[config.mk]
export PLATFORM = sky130hd
export DESIGN_NAME = puf_challenge_sequencer
export DESIGN_NICKNAME = d
export VERILOG_FILES = /design/src/rtl/puf_ctrl_pkg.sv /design/src/rtl/puf_resp_sync.sv /design/src/rtl/puf_challenge_sequencer.sv
export SDC_FILE = /design/constraint.sdc
export NUM_CORES = 1
export LEC_CHECK = 0
export ABC_AREA = 1
export BUFFER_PORTS_ARGS = -buffer_cell sky130_fd_sc_hd__buf_4
export CAP_MARGIN = 40
export CORE_ASPECT_RATIO = 1.25
export CORE_MARGIN = 2
export CORE_UTILIZATION = 53
export DETAILED_ROUTE_END_ITERATION = 6
export MAX_ROUTING_LAYER = met4
export PLACE_DENSITY = 0.81
export SYNTH_ARGS = -nofsm -noshare
export SYNTH_HDL_FRONTEND = slang
export SYNTH_SLANG_ARGS = --single-unit
[constraint.sdc]
create_clock -name clk -period 1.6 [get_ports clk]
set_clock_uncertainty 0.2 [all_clocks]
set_input_delay 0.08 -clock clk [delete_from_list [all_inputs] [get_ports clk]]
set_output_delay 0.08 -clock clk [all_outputs]
set_load 0.01 [all_outputs]
[src/rtl/puf_ctrl_pkg.sv]
// rtl/puf_ctrl_pkg.sv - shared state encoding, defaults and width helpers for the arbiter PUF controller
package puf_ctrl_pkg;

    localparam int C_LENGTH_DEF = 8;

    typedef enum logic [2:0] {
        ST_IDLE,
        ST_SETTLE,
        ST_FIRE,
        ST_SAMPLE,
        ST_RESOLVE,
        ST_DONE
    } puf_state_t;

    // Bits needed to hold values 0..n-1, never less than one.
    function automatic int cnt_width(input int n);
        return (n <= 2) ? 1 : $clog2(n);
    endfunction

endpackage

[src/rtl/puf_resp_sync.sv]
// rtl/puf_resp_sync.sv - two-flop synchronizer for the asynchronous arbiter response
module puf_resp_sync (
    input  logic clk,
    input  logic rst,
    input  logic d,
    output logic q
);

    logic meta;

    always_ff @(posedge clk) begin
        if (rst) begin
            meta <= 1'b0;
            q    <= 1'b0;
        end else begin
            meta <= d;
            q    <= meta;
        end
    end

endmodule

[src/rtl/puf_challenge_sequencer.sv]
// rtl/puf_challenge_sequencer.sv - walks a challenge run, fires the PUF race, majority-votes and packs responses
module puf_challenge_sequencer
    import puf_ctrl_pkg::*;
#(
    parameter int C_LENGTH  = C_LENGTH_DEF,
    parameter int RESP_BITS = 8,
    parameter int VOTES     = 3,
    parameter int SETTLE    = 2,
    parameter int HOLD      = 2
) (
    input  logic                 clk,
    input  logic                 rst,
    input  logic                 start,
    input  logic [C_LENGTH-1:0]  base_challenge,
    output logic                 busy,
    output logic [C_LENGTH-1:0]  puf_challenge,
    output logic                 puf_pulse,
    input  logic                 puf_response,
    output logic                 out_valid,
    input  logic                 out_ready,
    output logic [RESP_BITS-1:0] out_data,
    output logic [RESP_BITS-1:0] out_unstable
);

    localparam int VW = cnt_width(VOTES + 1);
    localparam int BW = cnt_width(RESP_BITS);
    localparam int PW = cnt_width((SETTLE > HOLD) ? SETTLE : HOLD);

    puf_state_t     state;
    logic [PW-1:0]  phase;
    logic [VW-1:0]  vote_cnt;
    logic [VW-1:0]  ones;
    logic [BW-1:0]  bit_idx;
    logic           resp_sync;

    puf_resp_sync u_resp_sync (
        .clk (clk),
        .rst (rst),
        .d   (puf_response),
        .q   (resp_sync)
    );

    // puf_pulse is set/cleared on the edges entering/leaving FIRE so it is high exactly HOLD cycles.
    always_ff @(posedge clk) begin
        if (rst) begin
            state         <= ST_IDLE;
            phase         <= '0;
            vote_cnt      <= '0;
            ones          <= '0;
            bit_idx       <= '0;
            busy          <= 1'b0;
            puf_challenge <= '0;
            puf_pulse     <= 1'b0;
            out_valid     <= 1'b0;
            out_data      <= '0;
            out_unstable  <= '0;
        end else begin
            case (state)
                ST_IDLE: begin
                    if (start) begin
                        puf_challenge <= base_challenge;
                        bit_idx       <= '0;
                        vote_cnt      <= '0;
                        ones          <= '0;
                        phase         <= '0;
                        busy          <= 1'b1;
                        state         <= ST_SETTLE;
                    end
                end
                ST_SETTLE: begin
                    if (phase == PW'(SETTLE - 1)) begin
                        phase     <= '0;
                        puf_pulse <= 1'b1;
                        state     <= ST_FIRE;
                    end else begin
                        phase <= phase + PW'(1);
                    end
                end
                ST_FIRE: begin
                    if (phase == PW'(HOLD - 1)) begin
                        phase     <= '0;
                        puf_pulse <= 1'b0;
                        state     <= ST_SAMPLE;
                    end else begin
                        phase <= phase + PW'(1);
                    end
                end
                ST_SAMPLE: begin
                    ones <= ones + VW'(resp_sync);
                    if (vote_cnt == VW'(VOTES - 1)) begin
                        state <= ST_RESOLVE;
                    end else begin
                        vote_cnt <= vote_cnt + VW'(1);
                        state    <= ST_SETTLE;
                    end
                end
                ST_RESOLVE: begin
                    out_data[bit_idx]     <= (ones > VW'(VOTES / 2));
                    out_unstable[bit_idx] <= (ones != '0) && (ones != VW'(VOTES));
                    vote_cnt              <= '0;
                    ones                  <= '0;
                    puf_challenge         <= puf_challenge + C_LENGTH'(1);
                    if (bit_idx == BW'(RESP_BITS - 1)) begin
                        busy      <= 1'b0;
                        out_valid <= 1'b1;
                        state     <= ST_DONE;
                    end else begin
                        bit_idx <= bit_idx + BW'(1);
                        state   <= ST_SETTLE;
                    end
                end
                ST_DONE: begin
                    if (out_ready) begin
                        out_valid <= 1'b0;
                        state     <= ST_IDLE;
                    end
                end
                default: state <= ST_IDLE;
            endcase
        end
    end

endmodule

==> results by group, run 1 <==
Status
  • Status: complete, no violations

GRT
  • GRT overflow: 0
  • Wire length of the first global-routing pass: 6.665 mm
  • Initial antenna violation count: 0
  • Vias in the first global route: 1,653
  • GRT Overall Usage: 0.2103
  • Pin count of the biggest net entering global routing: 16

Power and ir drop
  • Worst IR Drop VDD: 840.1 µV
  • Switch share: 0.2487
  • Leak: ~1.2 nW
  • Clock power frac: 0.344
  • Internal: 1.555 mW
  • Gate power share: 0.136
  • Sequential share of power: 0.519
  • Sw Pwr: 0.5147 mW
  • PwrDens: roughly 800 nW/µm²

Drt
  • DR WL/cell: 10.59 µm
  • Post-Route WL: slightly above 4 mm
  • DRT Pass-1 Iters: 4
  • Vias: 1,886
  • Via/cell ratio: 4.963
  • Initial drt markers: 54
  • DRC errors left: 0
  • Antenna-violating nets left: 0

Worst setup path
  • Critical Path Start: bit_idx[0]
  • CP Launch Type: flop
  • Max FO, Critical Path: 4
  • Critical Path RT: 1.58 ns
  • Worst R2R Start: bit_idx[0]
  • CP endpoint kind: flop
  • Worst Path Arrival: approximately 1.5 ns
  • Crit Path Category: flop to flop

Finish
  • Most frequent cells in the layout: nor2_1 (56), nand2_1 (47), buf_4 (47)
  • Fillers: 302
  • Post-layout util: 0.7297
  • Commonest non-fill, non-tap cell in the layout: nor2_1
  • Final instance area: around 2500 µm²
  • N_diodes: 0
  • Area Overhead vs Synth: 33.91%
  • Final #Nets: between 300 and 400
  • Fraction of layout cells with a size suffix above 1: 0.1965

Place
  • DP HPWL: 2.885 mm
  • Placed cell areas: about 2300 µm²
  • IO Port Bufs: 39
  • GP Congestion: roughly 0.89

Clock network
  • CTS buffer count: 5
  • CTS tree: done
  • H-tree depth: 2
  • Clock tree sinks: 40
  • Clock Path Buffers: 2
  • Worst skew pair latency: a little under 0.3 ns
  • Clock Root Buffer: clkbuf_8
  • Reg clk slew, reported paths: about 0.07 ns

Synth
  • Post-synth design cell area: 1882 µm²
  • Yosys cell types: 21
  • Syn avg cell area: 6.745 µm²
  • Mapped Nets: 298
  • Number of synthesis warnings: 0
  • Synthesis-stage register bit count: 40
  • Synth Instances: 279
  • Seq/Total Area, Yosys: 0.4255

STA
  • FMAX: about 0.66 GHz
  • Worst rel slew slack: 0.8128
  • Final hold violation count: 0
  • Worst Max-Slew Pin Slew: approximately 0.28 ns
  • Minimum clock period: 1.518 ns
  • Period utilization: 0.9488
  • RSZ-0062 raised after global routing: yes
  • Final setup fails: 0
  • Fin. max-slew vios: 0
  • Fin Hold WS: 0.006173 ns

Floorplanning
  • Core ar.: 3453 µm²
  • IO Pins: 40
  • Die area: 4046 µm²
  • # rows: 24
  • Initial cell density of the core: 0.5449
  • Die height: slightly above 70 µm
  • Die width: 57.30 µm

Flow run
  • Total of max-cap violations: 0

Min path
  • Min-delay src: start
  • Hold crit path type: input pin to flop
-- metrics by stage --
step	worst slack (ns)	TNS, ns	std cells	power, mW
final	0.08198	0	380	2.069
after global routing	-0.02350	-0.04037	380	2.157
after CTS	0.02386	0	378	2.067
after detailed placement	-0.006127	-0.006127	359	1.337
after global placement	0.07615	0	359	1.331
after floorplan	0.1998	0	279	1.239
-- critical path, cell delays in order, from the launching register on --
cell	delay, ns
dfxtp_1	0.35
ha_1	0.21
ha_1	0.21
nand2_2	0.11
nand2_1	0.12
o21ai_1	0.15
a21oi_1	0.05
-- cells by family after synthesis --
kind of cell	count (synthesis)	share of synthesized area
buffers and inverters	48	0.1011
flip-flops	40	0.4255
adder cells (fa/ha/maj)	6	0.03989
AO/OA/AOI/OAI	53	0.1456
AND/OR/NAND/NOR	132	0.2879
-- flip-flops by register name, summed over array words and instances (netlist names), 2 cells and up --
name	flops
out_unstable	8
vote_cnt	2
state	3
puf_challenge	8
bit_idx	3
out_data	8
ones	2
-- power groups by stage --
stage	Sequential [mW]	Clock, mW	Combinational (mW)
finish	1.07	0.713	0.282
global route	1.08	0.762	0.316
CTS	1.07	0.728	0.268
detailed placement	1.09	0	0.244
global placement	1.09	0	0.238
floorplan	1.10	0	0.142
-- final cells by class --
class	count	area (µm²)	area share
multi-input cells	191	915.9	0.3635
flip-flops and latches	40	802.0	0.3183
repair buffers	60	493.0	0.1956
inverters	43	163.9	0.06504
clock buffers	7	96.34	0.03823
well taps	39	48.80	0.01936
-- layer usage --
metal  GRT usage  wire, µm  share of wire  up-vias
li1            -         -              -     1002
met1      0.2379      1768           0.44      838
met2      0.3499      2031           0.50       37
met3     0.04022       148          0.037        9
met4      0.1059        75          0.019        0
met5           -         0              0        -
-- what timing repair did --
action	CTS	global route
pin swaps	0	1
buffers inserted	0	2
endpoints found under the setup margin	1	23
hold buffers	12	0
endpoints found under the hold margin	21	0
gates resized for setup	1	10
-- cells in the mapped netlist --
master	count	area, µm²
nand2_1	49	183.9
a21oi_1	20	100.1
nor2_1	58	217.7
inv_2	1	3.750
clkinv_1	1	3.750
buf_2	2	10.01
nor3_1	4	20.02
buf_1	2	7.510
dfxtp_1	40	800.8
ha_1	6	75.07
nor2_2	1	6.260
o22ai_1	2	12.51
nand2_4	1	11.26
buf_6	1	11.26
nand4_1	1	6.260
nand3_1	17	85.08
o21ai_0	28	140.1
o21ai_2	1	8.760
nor2_4	1	11.26
inv_1	41	153.9
a31oi_1	2	12.51
-- final timing paths --
check | to | slack (ns) | cells past startpoint
setup / recovery | bit_idx[0] | 0.08 | 6
setup reg to reg | bit_idx[0] | 0.08 | 6
hold reg to reg | u_resp_sync.q | 0.21 | 2
hold / removal | busy | 0.006 | 5
Power figures use the tool's default switching activity.
==> run 2, diff against run 1 <==
- CORE_UTILIZATION: 53 -> 57
- SETUP_SLACK_MARGIN: not set -> 0.15
- clock period: 1.6 -> 1.9 ns (I/O delays scaled with it)
==> run 2 against run 1 <==
Compared with the run above: via count decreased by 0.21%; final cell count decreased by 2.4%; global-route usage increased by 2.6 points; fmax decreased by 3.7%; flip-flop and latch count unchanged; largest power group unchanged; setup slack improved by 0.24 ns; hold slack improved by 0.028 ns.
==> results by group, run 2 (synthesis gave the netlist of run 1 again) <==
STA
  • Slack of the critical path: 0.3243 ns (+0.2423 ns)
  • RSZ-0062 raised after global routing: no
  • Final setup fails: 0 (unchanged)
  • Period utilization: 0.8293 (-0.1195)
  • FMAX: 0.6346 GHz (-3.7%)
  • Minimum clock period: 1.576 ns (+0.05767 ns)
  • Fin. max-slew vios: 0 (unchanged)
  • Final hold violation count: 0 (unchanged)
  • Worst rel slew slack: 0.7080 (-0.1048)
  • Worst Max-Slew Pin Slew: 0.4363 ns (+0.1566 ns)
  • Total Neg Setup Slack: 0 ns (unchanged)

Status
  • Status: complete, no violations

Worst setup path
  • Cell repeated most along the worst path: inv_1
  • Max FO, Critical Path: 6 (+2)
  • Largest stage delay on the critical path: 0.37 ns (+0.02 ns)
  • CP endpoint kind: flop
  • Crit Path Category: flop to flop
  • Worst Path Buf+Inv: 3 (+3)
  • Kind of cell adding the most delay to the critical path: simple AND/OR/NAND/NOR gates
  • Critical Path RT: 1.89 ns (+0.31 ns)
  • Critical path's slowest cell: dfxtp_1
  • Cell Chain, Critical Path: inv_1 > nand3_1 > nor2_1 > inv_1 > nand2_1 > inv_1 > a21oi_1 > nor2_1
  • Worst Path Arrival: 1.56 ns (+0.06 ns)
  • CP Launch Type: flop

GRT
  • Pin count of the biggest net entering global routing: 19 (+3)
  • Wire length of the first global-routing pass: 6.817 mm (+2.3%)
  • Vias in the first global route: 1,674 (+1.3%)
  • Initial antenna violation count: 0 (unchanged)
  • GRT Overall Usage: 0.2363 (+0.02602)
  • GRT overflow: 0 (unchanged)

Clock network
  • Clock Path Buffers: 2 (unchanged)
  • Reg clk slew, reported paths: 0.08 ns (about the same)
  • Post-CTS Setup Inserts: 0 (unchanged)
  • H-tree depth: 2 (unchanged)
  • CTS tree: done
  • Worst skew pair latency: 0.29 ns (about the same)
  • CTS buffer count: 5 (unchanged)
  • Clock tree sinks: 40 (unchanged)
  • Clock Root Buffer: clkbuf_8

Power and ir drop
  • Worst IR Drop VDD: 581.0 µV (-31%)
  • Sequential share of power: 0.544 (+0.025)
  • Overall power: 1.661 mW (-20%)
  • Gate power share: 0.135 (about the same)
  • Clock power frac: 0.321 (-0.023)
  • PwrDens: 689.8 nW/µm² (-16%)
  • Sw Pwr: 0.4353 mW (-15%)
  • Internal: 1.225 mW (-21%)
  • Leak: 1.148 nW (-4.2%)
  • Switch share: 0.2622 (+0.01343)

Place
  • DP HPWL: 3.008 mm (+4.3%)
  • GP Congestion: 0.9240 (+4.3%)
  • IO Port Bufs: 39 (unchanged)
  • Place WS: 0.2799 ns (+0.2861 ns)

Floorplanning
  • Die height: 68.24 µm (-3.4%)
  • Core ar.: 3194 µm² (-7.5%)
  • Die area: 3780 µm² (-6.6%)
  • Initial cell density of the core: 0.5891 (+0.04418)
  • # rows: 23 (-4.2%)
  • IO Pins: 40 (unchanged)
  • Die width: 55.39 µm (-3.3%)

Finish
  • N_diodes: 0 (unchanged)
  • Commonest non-fill, non-tap cell in the layout: nor2_1
  • Final #Nets: 353 (-1.9%)
  • Fraction of layout cells with a size suffix above 1: 0.1557 (-0.04079)
  • Top flop regs: out_data x8, out_unstable x8, puf_challenge x8
  • Area Overhead vs Synth: 27.93%
  • Most frequent cells in the layout: nor2_1 (58), nand2_1 (49), inv_1 (41), buf_4 (41), dfxtp_1 (40)
  • Fillers: 283 (-6.3%)

Drt
  • Via/cell ratio: 5.073 (+2.2%)
  • Antenna-violating nets left: 0 (unchanged)
  • DR WL/cell: 11.11 µm (+4.9%)
  • DRT Pass-1 Iters: 4 (unchanged)
  • Post-Route WL: 4.120 mm (+2.4%)
  • Initial drt markers: 57 (+5.6%)
  • DRC errors left: 0 (unchanged)
  • Vias: 1,882 (-0.21%)

Min path
  • Hold crit path type: input pin to flop

Flow run
  • Total of max-cap violations: 0 (unchanged)
-- run 2: cell types whose count changed in the layout (fill, tap and decap cells not counted), sizes merged --
cell,delta
buf,-7
clkbuf,-1
clkinv,+1
-- run 2: worst paths after layout --
check,startpoint,to,slack (ns),depth (start not counted)
max,state[2],vote_cnt[0],0.32,8
min,start,busy,0.03,5
max reg2reg,state[2],vote_cnt[0],0.32,8
min reg2reg,u_resp_sync.meta,u_resp_sync.q,0.21,2
-- run 2: worst register-to-register path: stages, from the launching register on --
cell	delay, ns
dfxtp_1	0.37
inv_1	0.17
nand3_1	0.20
nor2_1	0.19
inv_1	0.05
nand2_1	0.09
inv_1	0.06
a21oi_1	0.11
nor2_1	0.05
-- run 2: stage by stage --
step / cell area [µm²] / utilization / std cells / hold slack [ns]
after floorplan: 1882 / - / 279 / -0.03593
after global placement: 2207 / 0.6910 / 352 / 0.1072
after detailed placement: 2207 / 0.6910 / 352 / 0.1125
after CTS: 2405 / 0.7528 / 371 / 0.02341
after global routing: 2407 / 0.7536 / 371 / 0.05962
final: 2407 / 0.7536 / 371 / 0.03399
-- run 2: timing repair --
action | CTS | global route
endpoints found under the setup margin | 0 | 2
hold buffers | 12 | 0
gates resized for setup | 0 | 1
hold endpoints to repair | 21 | 0
-- run 2: routing by layer --
layer / vias up / share of wire / track usage
li1: 993 / - / -
met1: 846 / 0.43 / 0.2343
met2: 37 / 0.52 / 0.4405
met3: 6 / 0.033 / 0.05482
met4: 0 / 0.017 / 0.1159
met5: - / 0 / -
-- run 2: final cells by class --
class,instances,area [µm²],share of cell area
multi-input combinational,191,890.9,0.3701
timing repair buffer,53,427.9,0.1778
tap,37,46.29,0.01923
clock inverter,1,5.005,0.002079
sequential,40,800.8,0.3326
inverter,43,163.9,0.06809
clock buffer,6,72.57,0.03015
-- run 2: power by group through the flow --
stage                     Clock (mW)  Sequential (mW)  Combinational (mW)
after floorplan                    0            0.924               0.119
after global placement             0            0.921               0.199
after detailed placement           0            0.922               0.205
after CTS                      0.549            0.902               0.224
after global routing           0.569            0.908               0.254
final                          0.533            0.903               0.224
